--- config.mk ---
export PLATFORM = sky130hd
export DESIGN_NAME = updown_counter_flat
export DESIGN_NICKNAME = d
export VERILOG_FILES = /design/src/rtl/updown_counter_if.sv /design/src/rtl/updown_counter.sv /design/src/flat_wrapper.sv
export SDC_FILE = /design/constraint.sdc
export NUM_CORES = 1
export LEC_CHECK = 0
export CAP_MARGIN = 20
export CELL_PAD_IN_SITES_DETAIL_PLACEMENT = 0
export CELL_PAD_IN_SITES_GLOBAL_PLACEMENT = 1
export CORE_MARGIN = 2
export CORE_UTILIZATION = 35
export CTS_CLUSTER_SIZE = 25
export DETAILED_ROUTE_END_ITERATION = 10
export PLACE_DENSITY_LB_ADDON = 0.1
export SYNTH_ARGS = -nofsm -noshare
export SYNTH_HDL_FRONTEND = slang
export SYNTH_SLANG_ARGS = --single-unit
--- constraint.sdc ---
create_clock -name clk -period 3.43 [get_ports clk]
set_input_delay 0.686 -clock clk [delete_from_list [all_inputs] [get_ports clk]]
set_output_delay 0.686 -clock clk [all_outputs]
set_load 0.1 [all_outputs]
--- src/rtl/updown_counter_if.sv ---
// -----------------------------------------------------------------------------
// updown_counter_if
//   Control and status bundle for one updown_counter stage.
//   master : drives en/up/load/din/clr and observes q/cr/tc/ovf
//   slave  : the counter itself
//   Signals
//     en   count enable        up   direction (1 = increment)
//     load synchronous load    din  load value (WIDTH)
//     clr  synchronous clear   q    current count (WIDTH)
//     cr   carry/borrow pulse  tc   combinational terminal count
//     ovf  sticky overflow/underflow flag
// -----------------------------------------------------------------------------
interface updown_counter_if #(
    parameter int WIDTH = 4
);
    logic             en;
    logic             up;
    logic             load;
    logic [WIDTH-1:0] din;
    logic             clr;
    logic [WIDTH-1:0] q;
    logic             cr;
    logic             tc;
    logic             ovf;

    modport master (
        output en, up, load, din, clr,
        input  q, cr, tc, ovf
    );

    modport slave (
        input  en, up, load, din, clr,
        output q, cr, tc, ovf
    );
endinterface

--- src/rtl/updown_counter.sv ---
// -----------------------------------------------------------------------------
// updown_counter
//   Parametrised modulo 0..TOP up/down counter with enable, synchronous
//   load/clear, wrap or saturate at the limits, a registered carry/borrow
//   pulse, a combinational terminal count for chaining and a sticky
//   overflow flag.
//   Ports
//     clk    rising-edge clock
//     reset  asynchronous active-high reset (q, cr, ovf -> 0)
//     bus    updown_counter_if.slave (en, up, load, din, clr -> q, cr, tc, ovf)
// -----------------------------------------------------------------------------
module updown_counter #(
    parameter int WIDTH = 4,
    parameter int TOP   = 9,
    parameter bit WRAP  = 1'b1
) (
    input  logic                clk,
    input  logic                reset,
    updown_counter_if.slave     bus
);

    localparam logic [WIDTH-1:0] TOP_V = WIDTH'(TOP);

    logic [WIDTH-1:0] r_q;
    logic             r_cr;
    logic             r_ovf;

    logic [WIDTH-1:0] w_q_nxt;
    logic             w_cr_nxt;
    logic             w_ovf_nxt;
    logic             w_at_top;
    logic             w_at_zero;

    // >= rather than == so a corrupted q above TOP still heads back into range
    assign w_at_top  = (r_q >= TOP_V);
    assign w_at_zero = (r_q == '0);

    // Priority clr > load > en; idle holds q and drops cr
    always_comb begin
        w_q_nxt   = r_q;
        w_cr_nxt  = 1'b0;
        w_ovf_nxt = r_ovf;
        if (bus.clr) begin
            w_q_nxt   = '0;
            w_ovf_nxt = 1'b0;
        end else if (bus.load) begin
            // Clamp so q can never exceed TOP
            w_q_nxt = (bus.din > TOP_V) ? TOP_V : bus.din;
        end else if (bus.en) begin
            if (bus.up) begin
                if (!w_at_top) begin
                    w_q_nxt = r_q + 1'b1;
                end else begin
                    w_ovf_nxt = 1'b1;
                    if (WRAP) begin
                        w_q_nxt  = '0;
                        w_cr_nxt = 1'b1;
                    end else begin
                        w_q_nxt  = TOP_V;
                    end
                end
            end else begin
                if (!w_at_zero) begin
                    w_q_nxt = r_q - 1'b1;
                end else begin
                    w_ovf_nxt = 1'b1;
                    if (WRAP) begin
                        w_q_nxt  = TOP_V;
                        w_cr_nxt = 1'b1;
                    end
                end
            end
        end
    end

    always_ff @(posedge clk or posedge reset) begin
        if (reset) begin
            r_q   <= '0;
            r_cr  <= 1'b0;
            r_ovf <= 1'b0;
        end else begin
            r_q   <= w_q_nxt;
            r_cr  <= w_cr_nxt;
            r_ovf <= w_ovf_nxt;
        end
    end

    assign bus.q   = r_q;
    assign bus.cr  = r_cr;
    assign bus.ovf = r_ovf;
    // Ungated by clr/load so the next stage's enable is known before the edge
    assign bus.tc  = bus.en & ((bus.up & (r_q == TOP_V)) | (~bus.up & w_at_zero));

endmodule

--- src/flat_wrapper.sv ---
// flat-port wrapper written by rule: the top's interface ports become plain ports
module updown_counter_flat 
#(
    parameter int WIDTH = 4,
    parameter int TOP   = 9,
    parameter bit WRAP  = 1'b1
)
  (clk, reset, bus_en, bus_up, bus_load, bus_din, bus_clr, bus_q, bus_cr, bus_tc, bus_ovf);
  updown_counter_if #(.WIDTH(WIDTH)) bus_i ();
  input  logic clk;
  input  logic reset;
  input wire logic [$bits(bus_i.en)-1:0] bus_en;
  input wire logic [$bits(bus_i.up)-1:0] bus_up;
  input wire logic [$bits(bus_i.load)-1:0] bus_load;
  input wire logic [$bits(bus_i.din)-1:0] bus_din;
  input wire logic [$bits(bus_i.clr)-1:0] bus_clr;
  output wire logic [$bits(bus_i.q)-1:0] bus_q;
  output wire logic [$bits(bus_i.cr)-1:0] bus_cr;
  output wire logic [$bits(bus_i.tc)-1:0] bus_tc;
  output wire logic [$bits(bus_i.ovf)-1:0] bus_ovf;
  assign bus_i.en = bus_en;
  assign bus_i.up = bus_up;
  assign bus_i.load = bus_load;
  assign bus_i.din = bus_din;
  assign bus_i.clr = bus_clr;
  assign bus_q = bus_i.q;
  assign bus_cr = bus_i.cr;
  assign bus_tc = bus_i.tc;
  assign bus_ovf = bus_i.ovf;
  updown_counter #(.WIDTH(WIDTH), .TOP(TOP), .WRAP(WRAP)) u_core (.clk(clk), .reset(reset), .bus(bus_i));
endmodule
# [Word level (Yosys, flattened, before mapping)]
# Index checks and enable logic that the tools add are counted.
# W data, S select, Z words.
[totals] register_bits=6 output_inout_bits=7 word_cells=39
[op_classes] n_addsub=2 magnitude_cmp=2 n_eq_ne=3 n_mux=19 bitwise=5 reduce_logical=5
[ops] operator="$mux W4" count=7
[ops] operator="$mux W1" count=12
[ops] operator="$reduce_bool A3 Y1" count=2
[ops] operator="$add A4 B1 Y4 const B" count=1
[ops] operator="$eq A4 B4 Y1 const B" count=1
[ops] operator="$ge A4 B4 Y1 const B" count=1
[ops] operator="$gt A4 B4 Y1 const B" count=1
[ops] operator="$logic_not A4 Y1" count=1
[ops] operator="$reduce_and A4 Y1" count=1
[ops] operator="$sub A4 B1 Y4 const B" count=1
[ops] operator="$and A1 B1 Y1" count=3
[ops] operator="$ne A3 B1 Y1 const B" count=1
[ops] operator="$ne A2 B1 Y1 const B" count=1
[ops] operator="$reduce_bool A2 Y1" count=1
[ops] operator="$not A1 Y1" count=1
[ops] operator="$or A1 B1 Y1" count=1

# [Depth between registers and ports, before layout]
[depth] ltp_word=6 mapped_depth=6 depth_no_buf=6

# [Worst setup path before layout]
# Ideal clock, no wire load.
[synth_path] kind="register to output" startpoint="register u_core.r_q[0] (netlist: u_core.bus.q[0])" endpoint="output port bus_tc" t_arrival_ps=3639 required_time_ps=2744 setup_slack_ps=-895 path_stages_with_launch=7 n_path_buf=0 cell_sequence="dfrtp_1 > inv_1 > ha_1 > nand2b_1 > nor2_1 > a31oi_1 > nor3b_1"
[synth_between] elab_chain_cells=4
[synth_lines] element="start: declaration" line="updown_counter.sv:24" rtl="logic [WIDTH-1:0] r_q;"
[synth_lines] element="start signal: assignment" line="updown_counter.sv:82" rtl="r_q <= w_q_nxt;"
[synth_lines] element="$eq A4 B4 Y1 or $logic_not A4 Y1 (tied branches)" line="updown_counter.sv:92, updown_counter.sv:36"
[synth_lines] element="$and A1 B1 Y1" line="updown_counter.sv:92" rtl="assign bus.tc = bus.en & ((bus.up & (r_q == TOP_V)) | (~bus.up & w_at_zero));"
[synth_lines] element="$or A1 B1 Y1 (*)" line="updown_counter.sv:92"
[synth_lines] element="$and A1 B1 Y1 (*)" line="updown_counter.sv:92"
[synth_lines] element="end: declaration" line="flat_wrapper.sv:19" rtl="output wire logic [$bits(bus_i.tc)-1:0] bus_tc;"
# Mark *: on every way between the ends. The rest lies on a longest branch, timed or not.

# [Worst setup path in the final report]
[layout_path] startpoint="input port bus_up" endpoint="output port bus_tc"
[layout_between] elab_chain_cells=4
[layout_lines] element="start: declaration" line="flat_wrapper.sv:13" rtl="input wire logic [$bits(bus_i.up)-1:0] bus_up;"
[layout_lines] element="$not A1 Y1" line="updown_counter.sv:92"
[layout_lines] element="$and A1 B1 Y1" line="updown_counter.sv:92"
[layout_lines] element="$or A1 B1 Y1 (*)" line="updown_counter.sv:92"
[layout_lines] element="$and A1 B1 Y1 (*)" line="updown_counter.sv:92"
# Marks and branches as above.

==> results.cfg <==
[cells_and_area]
diodes = 0
final_util = 0.493
design_area_um2 = 742
area_growth_pct = 32.4
fin_nets = 98
drive_above_1_share = 0.146

[floorplan]
die_width_um = 44.0
die-area_um2 = 1940
die_height_um = 44.0
pin_count = 17
core-area_um2 = 1510
num_rows = 14
start_util = 0.372

[grt]
grt-ovfl-total = 0
grt_antenna_before_repair = 0
grt_usage = 0.142
grt_pass1_vias = 470
grt_max_degree = 14
grt_pass1_wl_um = 2060

[placement]
place.gp.congestion = 0.824
placed_area_um2 = 719
portBuffers = 16
dp_hpwl_um = 920

[logic_synthesis]
syn-instance-count = 67
ys_seq_area_frac = 0.268
syn_nets = 81
synth_top_area_share = 0.268
postSynthAreaPerCell_um2 = 8.37
ys_async_sr_fraction = 1.00
synth.top_cells.by_area = dfrtp_1, ha_1, nand2b_1
synth-seq-cells = 6
synth_warnings = 0
synth_area_um2 = 561
synth_edf_count = 0
synthFlopType = dfrtp_1
yosysTopAreaCell = dfrtp_1
yosysUniqueCellTypes = 31

[timing]
setup_tns_ps = 0
fin_crit_sh = 0.785
worst_pin_slew_ps = 964
rsz0062_at_grt = no
period_needed_ps = 2690
hold_viol = 0
max_freq_mhz = 372
slew_headroom = 0.355
clock-skew-final_ps = 2.28
setup_violations = 0
slew_viol_final = 0

[power_and_ir_drop]
power_density_nw_per_um2 = 355
ir_worst_vdd_v = 0.000136
p_comb_frac = 0.438
power.leakage_uw = 0.000313
switchingPower_uw = 107
p_int_uw = 156
seqPwrFrac = 0.326
fin_total_pwr_uw = 263
switching_share = 0.406
clockPowerShare = 0.237

[cts]
cts_resized = 0
clk_pin_slew_ps = 40
clock_path_buffers = 2
post-cts-setup-buffers = 0
cts_sinks = 6
cts_tree = done
ctsHoldBuffers = 0
clock_latency_ps = 240
htree_levels = 1
clockRootBuffer = clkbuf_4
cts_buffers = 3

[setup_path]
critPathLaunch = bus_up
setup.worst_path.class = primary input to output pin
r2r_slack_ps = 1530
cp.required_ps = 2740
cp-start-kind = primary input
path_max_fanout = 12
endpoint_kind = output pin
reg2reg_depth = 6
r2r_end = u_core.bus.q[0]
worstPathArrival_ps = 2010
r2r-start = u_core.bus.q[0]
setup.worst_path.end = bus_tc

[routing]
viasPerCell = 5.71
firstDrtPassIters = 4
drt-total-wl_um = 1230
drtIter0Drc = 14
drc_errors = 0
antenna_left = 0
avgRoutedWirePerCell_um = 12.5
vias = 560

[min_path]
hp-class = register to register

[outcome]
status = completed

[flow_run]
drv_cap = 0
-- synthesized netlist by cell type, types with 2 or more instances --
| library cell | n |
|---|---|
| nand2b_1 | 6 |
| o211ai_1 | 2 |
| dfrtp_1 | 6 |
| nor3b_1 | 3 |
| o21ai_0 | 2 |
| nand2_1 | 4 |
| a31oi_1 | 3 |
| nor2_1 | 5 |
| o21ai_1 | 2 |
| a21oi_1 | 3 |
| inv_1 | 5 |
| a211oi_1 | 2 |
| ha_1 | 4 |
| buf_2 | 3 |
-- per-stage QoR --
step / worst slack [ps] / std cells / hold WS [ps]
after floorplan: 87.2 / 67 / 477
after global placement: 754 / 95 / 501
after detailed placement: 746 / 95 / 512
after CTS: 740 / 98 / 515
after global routing: 636 / 98 / 559
final: 739 / 98 / 513
-- layout make-up --
cell class,instances,area (µm²)
Fill cell,158,764
Multi-Input combinational cell,52,370
Timing Repair Buffer,16,160
Sequential cell,6,150
Clock buffer,3,22.5
Tap cell,16,20.0
Inverter,5,18.8
-- worst max-delay path, stage by stage --
cell and delay [ps]:
clkdlybuf4s50_1 700, a31oi_1 150, nor3b_2 250, buf_12 210
-- cells in the final DEF, fill, tap and decap left out, drive strengths merged, types with 3 or more instances in the layout --
cell / n
a21oi: 4
clkdlybuf4s50: 11
ha: 4
buf: 5
clkbuf: 3
nor3b: 3
nand2: 4
nor2: 5
o21ai: 4
dfrtp: 6
a31oi: 3
inv: 5
nand2b: 6
-- kinds of logic after synthesis --
family,Yosys count,share of synthesized area
AND/OR/NAND/NOR,27,0.288
AO/OA/AOI/OAI,21,0.275
buffers and inverters,9,0.0804
flip-flops,6,0.268
adder cells (fa/ha/maj),4,0.0893
-- worst min-delay path by stage --
stage                   startpoint              to  slack [ps]  cells after the start
global route        u_core.bus.ovf  u_core.bus.ovf         560                      2
floorplan                    reset   u_core.bus.cr         480                      1
detailed placement  u_core.bus.ovf  u_core.bus.ovf         510                      2
global placement    u_core.bus.ovf  u_core.bus.ovf         500                      2
CTS                 u_core.bus.ovf  u_core.bus.ovf         520                      2
finish              u_core.bus.ovf  u_core.bus.ovf         510                      2
-- per-layer routing --
| metal | GRT usage | up-vias | share of wire |
|---|---|---|---|
| met5 | 0 | - | 0 |
| met4 | 0.0727 | 0 | 0.011 |
| met3 | 0.0122 | 2 | 0.049 |
| met2 | 0.203 | 23 | 0.43 |
| met1 | 0.213 | 255 | 0.51 |
| li1 | - | 280 | - |
-- power groups by stage --
| stage | Combinational (µW) | Sequential, µW | Clock, µW |
|---|---|---|---|
| after floorplan | 54.8 | 115 | 0 |
| after global placement | 115 | 86.6 | 0 |
| after detailed placement | 114 | 86.8 | 0 |
| after CTS | 115 | 85.9 | 64.9 |
| after global routing | 123 | 87.1 | 68.4 |
| final | 115 | 85.7 | 62.3 |
-- flip-flops by register name (all words and copies together), names as in the netlist --
name / flops
u_core.bus.q: 4
u_core.bus.cr: 1
u_core.bus.ovf: 1
Power figures use the tool's default switching activity.
